<file path="src/rtl/fetch_unit.sv">
// Instruction-fetch stage: owns the PC, runs the imem request/ack handshake and
// presents fetched words to decode over valid/ready, absorbing redirects.
module fetch_unit #(
  parameter int            n        = 32,
  parameter logic [n-1:0]  RESET_PC = 'h0040_0000
) (
  input  logic         clk,
  input  logic         rst_n,
  output logic [n-1:0] pc,
  input  logic [n-1:0] pc_plus4,
  input  logic         redirect,
  input  logic [n-1:0] redirect_target,
  output logic         imem_req,
  output logic [n-1:0] imem_addr,
  input  logic         imem_ack,
  input  logic [n-1:0] imem_rdata,
  output logic         if_valid,
  input  logic         if_ready,
  output logic [n-1:0] if_instr,
  output logic [n-1:0] if_pc,
  output logic [n-1:0] if_pc_plus4
);

  localparam logic [1:0] IDLE = 2'd0;
  localparam logic [1:0] REQ  = 2'd1;
  localparam logic [1:0] WAIT = 2'd2;
  localparam logic [1:0] DROP = 2'd3;

  logic [1:0]   state;
  logic [n-1:0] pend_pc;
  logic [n-1:0] tgt;

  assign tgt       = {redirect_target[n-1:2], 2'b00};
  // Request is decoded from the state flop only, and pc is frozen while it is
  // high, so the address seen by memory is stable until ack.
  assign imem_req  = (state == REQ) || (state == DROP);
  assign imem_addr = pc;

  always_ff @(posedge clk or negedge rst_n) begin
    if (!rst_n) begin
      state       <= IDLE;
      pc          <= RESET_PC;
      pend_pc     <= '0;
      if_valid    <= 1'b0;
      if_instr    <= '0;
      if_pc       <= '0;
      if_pc_plus4 <= '0;
    end else begin
      case (state)
        IDLE: begin
          state <= REQ;
          if (redirect) pc <= tgt;
        end
        REQ: begin
          if (redirect) begin
            // Without ack the request must complete first; park the target.
            if (imem_ack) pc <= tgt;
            else begin
              pend_pc <= tgt;
              state   <= DROP;
            end
          end else if (imem_ack) begin
            if_instr    <= imem_rdata;
            if_pc       <= pc;
            if_pc_plus4 <= pc_plus4;
            if_valid    <= 1'b1;
            pc          <= pc_plus4;
            state       <= WAIT;
          end
        end
        WAIT: begin
          if (redirect) begin
            pc       <= tgt;
            if_valid <= 1'b0;
            state    <= REQ;
          end else if (if_ready) begin
            if_valid <= 1'b0;
            state    <= REQ;
          end
        end
        DROP: begin
          if (imem_ack) begin
            pc    <= redirect ? tgt : pend_pc;
            state <= REQ;
          end else if (redirect) begin
            pend_pc <= tgt;
          end
        end
        default: state <= IDLE;
      endcase
    end
  end

endmodule

</file>
<file path="config.mk">
export PLATFORM = sky130hd
export DESIGN_NAME = fetch_unit
export DESIGN_NICKNAME = d
export VERILOG_FILES = /design/src/rtl/fetch_unit.sv
export SDC_FILE = /design/constraint.sdc
export NUM_CORES = 1
export LEC_CHECK = 0
export CORE_AREA = 2 2 129 131
export DETAILED_ROUTE_END_ITERATION = 8
export DIE_AREA = 0 0 131 133
export PLACE_DENSITY = 0.88
export SETUP_SLACK_MARGIN = 0.02
export SLEW_MARGIN = 0
export SYNTH_ARGS = -nofsm -noshare
export SYNTH_HDL_FRONTEND = slang
export SYNTH_SLANG_ARGS = --single-unit
</file>
<file path="constraint.sdc">
create_clock -name clk -period 2.2 [get_ports clk]
set_input_delay 0.22 -clock clk [delete_from_list [all_inputs] [get_ports clk]]
set_output_delay 0.22 -clock clk [all_outputs]
set_load 0.005 [all_outputs]
</file>
Word level (Yosys, flattened, before mapping) --
Cells that the tools add are included.
Cells by class: equality and inequality tests 13, mux-type cells 23, bitwise operators 1, reductions and logical operators 10
Operators by type and width (count):
- 32-bit two-way mux | 9
- 32-bit case mux with 3 select lines | 1
- 32-bit case mux with 2 select lines | 1
- 2-bit two-way mux | 6
- 2-bit != test, second input constant | 6
- 4-bit AND reduction | 3
- 3-bit != test, second input constant | 3
- 2-bit case mux with 4 select lines | 1
- 3-bit AND reduction | 2
- 2-bit == test, second input constant | 2
- 1-bit two-way mux | 4
- 2-bit nonzero test | 2
- 2-bit by 1-bit == test with 1-bit output, second input constant | 1
- 2-bit logical NOT | 1
- 2-bit by 1-bit != test with 1-bit output, second input constant | 1
- 1-bit case mux with 2 select lines | 1
- 2-bit OR reduction | 1
- 1-bit logical OR | 1
- 1-bit NOT | 1
Word-level totals: flip-flop bits (word level) 163, input bits 101, output and inout port bits 162, logic and storage cells 54

Logic depth before layout (Yosys ltp) --
word-level depth 4, mapped depth 6, mapped depth without buffers 3

Worst setup path after synthesis --
No wires, ideal clock.
path type reg2reg, start register state[1], end register state[0], setup time 127 ps, arrival time 1387 ps, data required time 2073 ps, setup slack 685 ps, cell stages (with the launch flop) 6, path buffers 2, period minus slack after synthesis 1515 ps, cells stage by stage dfrtp_1 > clkbuf_1 > inv_2 > buf_1 > a31oi_1 > or2_2
Between the ends: longest elaborated chain between the ends 3, elaborated cells between the ends (all ways) 10, classes of those cells 7 x eq/ne; 1 x mux; 2 x reduce/logical
Ends and longest elaborated chain:
- from (decl) | line 29 | logic [1:0] state;
- from (signal assigned) | line 41 | state <= IDLE;
- from (signal assigned) | line 51 | state <= REQ;
- from (signal assigned) | line 60 | state <= DROP;
- 2-bit by 1-bit == test with 1-bit output or 2-bit == test (tied branches) | line 49 | case (state)
- 3-bit != test (no line) or 2-bit != test (tied branches)
- 4-bit AND reduction (no line)
Several ways; a longest one is shown, not always the timed one. A chain may end at the register's enable or synchronous reset.

Worst setup path after layout --
start register state[0], end output imem_req
Between the ends: longest elaborated chain between the ends 2, elaborated cells between the ends (all ways) 3, classes of those cells 2 x eq/ne; 1 x reduce/logical
Ends and longest elaborated chain:
- 2-bit by 1-bit == test with 1-bit output or 2-bit == test (tied branches) | line 36 | assign imem_req = (state == REQ) || (state == DROP);
- 1-bit logical OR * | line 36
- to (decl) | line 13 | output logic imem_req,
Every way passes the cells marked *; elsewhere a longest branch is shown, timed or not.

==> results.py <==
metrics = {
    "logic_synthesis": {
        "synth_area_um2": 6942,
        "yosys.area_share.simple": 0.07282,
        "synth_compound_area_frac": 0.07156,
        "yosysTopAreaCell": "dfrtp_1",
        "ys_seq_elements": 163,
        "synth_top_area_share": 0.5840,
        "syn_avg_cell_area_um2": 13.02,
        "ys_types": 25,
        "yosys_warnings": 0,
        "synth_top_family_by_area": "multiplexers",
        "synthMuxAreaShare": 0.2087,
        "syn_inst": 533,
        "netlist_top_cells_area": "dfrtp_1 58%, mux2_2 14%, mux2_1 6.5%",
        "synth-xor-area-share": 0,
        "synth_fa_ha_area_frac": 0,
        "ys_seq_area_frac": 0.5878,
        "syn-num-nets": 634,
    },
    "place": {
        "place.gp.congestion": 0.7433,
        "place.detailed.hpwl_mm": 12.78,
        "postPlaceCellArea_um2": 9707,
        "io_buffers": 260,
        "dpl.cell_count": 972,
    },
    "floorplanning": {
        "core-area_um2": 16170,
        "rows": 47,
        "boundaryPins": 263,
        "die_h_um": 133,
        "start_util": 0.4292,
        "die_area_um2": 17420,
        "die_x_um": 131,
    },
    "setup_path": {
        "cpPeakStageDelay_ns": 0.54,
        "critPathSlowestCell": "clkdlybuf4s50_1",
        "cp_max_fo": 10,
        "path_cells": "buf_4, clkdlybuf4s50_1",
        "required_ns": 1.98,
        "cp.arrival_ns": 1.51,
        "crit_type": "flop to output pin",
        "cp-end-kind": "output pin",
        "setup.worst_path.start_class": "flop",
        "cp.buffers_inverters": 2,
        "crit_family": "buffers and inverters",
        "reg2reg_slack_ns": 0.57,
    },
    "final_layout": {
        "final_common_cell": "clkdlybuf4s50_1",
        "syn_to_final_growth_pct": 48.20,
        "fillers": 1232,
        "layoutNonFillerInstCount": 1005,
        "drive_gt1_frac": 0.1936,
        "final_cell_mix": "259 x clkdlybuf4s50_1, 161 x dfrtp_1, 86 x mux2_2",
        "antenna_cells": 0,
        "nets": 873,
        "post-route-cell-area_um2": 10290,
    },
    "sta": {
        "fin_skew_ns": 0.008797,
        "setup_violations": 0,
        "finalCritPeriodShare": 0.7879,
        "fin_crit_ns": 1.733,
        "slew_headroom": 0.5854,
        "grt_setup_unrepaired": "false",
        "finalHoldViolCount": 0,
        "fmax_mhz": 576.9,
        "worst_pin_slew_ns": 0.6210,
        "finalMaxSlewViolations": 0,
        "worst_hold_slack_ns": 0.3105,
        "final.setup.tns_ns": 0,
    },
    "status": {
        "status": "finished, final reports clean",
    },
    "cts": {
        "hold_buffers": 1,
        "cts_setup_buffers": 0,
        "cts_inserted_buffers": 17,
        "cts_resized": 0,
        "insertion_delay_ns": 0.42,
        "cts-root-buf": "clkbuf_16",
        "cts_num_sinks": 163,
        "path_clk_slew_ns": 0.07,
        "clockBufferDepth": 2,
        "cts_tree": "built",
        "h-tree-depth": 4,
    },
    "detailed_routing": {
        "drcViolationCount": 0,
        "route.antenna.remaining_nets": 0,
        "routed-via-count": 5003,
        "drt_iter0_drc": 166,
        "drt-pass1-iter-count": 4,
        "wl_per_cell_um": 17.79,
        "vias_per_cell": 4.978,
        "drt_wl_total_mm": 17.88,
    },
    "global_routing": {
        "grt_first_pass_wirelength_mm": 28.51,
        "antenna_found_initial": 0,
        "grt_pass1_vias": 5391,
        "grt_overflow_total": 0,
        "gr-usage-all-layers": 0.2125,
        "grt_max_degree": 54,
    },
    "job": {
        "drv_cap": 0,
    },
    "power_and_ir_drop": {
        "irDropWorstVdd_mv": 0.6048,
        "power_leakage_nw": 4.241,
        "power.density_nw_per_um2": 1045,
        "fin_total_pwr_mw": 10.75,
    },
    "min_path": {
        "hp-class": "primary input to asynchronous set/reset pin",
    },
}
-- final timing paths --
kind	startpoint	end	cells past startpoint
min in group clk	imem_rdata[3]	if_instr[3]	2
setup / recovery	state[0]	imem_req	2
setup reg to reg	state[1]	if_instr[11]	4
hold reg to reg	pend_pc[1]	pend_pc[1]	1
hold / removal	rst_n	if_pc_plus4[23]	2
max in group asynchronous	rst_n	imem_addr[1]	3
-- metal layers --
layer | global-route usage | wire length, um | part of all wire | vias to the layer above
li1 | - | - | - | 2327
met1 | 0.2543 | 7059 | 0.39 | 2467
met2 | 0.3685 | 9186 | 0.51 | 181
met3 | 0.05580 | 1260 | 0.070 | 28
met4 | 0.07151 | 369 | 0.021 | 0
met5 | 0 | 0 | 0 | -
-- cell type report --
class                   instances  area (um^2)  area share
flip-flops and latches        163         4081      0.3967
clock inverters                13        127.6     0.01241
multi-input cells             302         2476      0.2407
repair buffers                286         2877      0.2796
clock buffers                  19        442.9     0.04306
well taps                     220        275.3     0.02676
inverters                       2        7.507   0.0007297
-- synthesized netlist by cell type --
| master | count |
|---|---|
| dfrtp_1 | 162 |
| mux2_2 | 86 |
| mux2_1 | 40 |
| buf_4 | 37 |
| nand2_1 | 35 |
| o31ai_1 | 32 |
| a211oi_1 | 30 |
| nor2_1 | 30 |
| and2_1 | 28 |
| clkbuf_1 | 14 |
| buf_2 | 13 |
| nor2b_1 | 6 |
| o21ai_0 | 4 |
| mux2i_1 | 3 |
| buf_1 | 2 |
| nor3b_1 | 2 |
| a21oi_1 | 1 |
| a31oi_1 | 1 |
| dfstp_2 | 1 |
| inv_1 | 1 |
| inv_2 | 1 |
| nand2b_1 | 1 |
| nor3_1 | 1 |
| nor3_4 | 1 |
| or2_2 | 1 |
-- logic make-up after synthesis --
| logic type | Yosys count |
|---|---|
| AO/OA/AOI/OAI | 68 |
| buffers and inverters | 68 |
| flip-flops | 163 |
| multiplexers | 129 |
| AND/OR/NAND/NOR | 105 |
-- sequential cells by signal (all words and copies together) (netlist names) --
name         cells
if_pc_plus4     32
imem_addr       32
state            2
if_pc           32
if_valid         1
pend_pc         32
if_instr        32
-- report_power, final --
group / switching (mW) / internal (mW) / total, mW
Clock: 1.24 / 1.61 / 2.85
Combinational: 1.12 / 2.36 / 3.48
Sequential: 0.527 / 3.89 / 4.42
Total: 2.89 / 7.86 / 10.8
-- worst reg2reg max path, stage by stage, from the launching register on --
cell	delay, ns
dfrtp_2	0.44
nor3_4	0.23
buf_12	0.23
buf_12	0.22
mux2_1	0.37
-- metrics by stage --
step	setup WS, ns	utilization
2_1_floorplan	0.6853	-
3_3_place_gp	0.2887	0.6002
3_5_place_dp	0.2022	0.6002
4_1_cts	0.4323	0.6361
5_1_grt	0.3832	0.6361
6_report	0.4667	0.6361
Power figures use the tool's default switching activity.
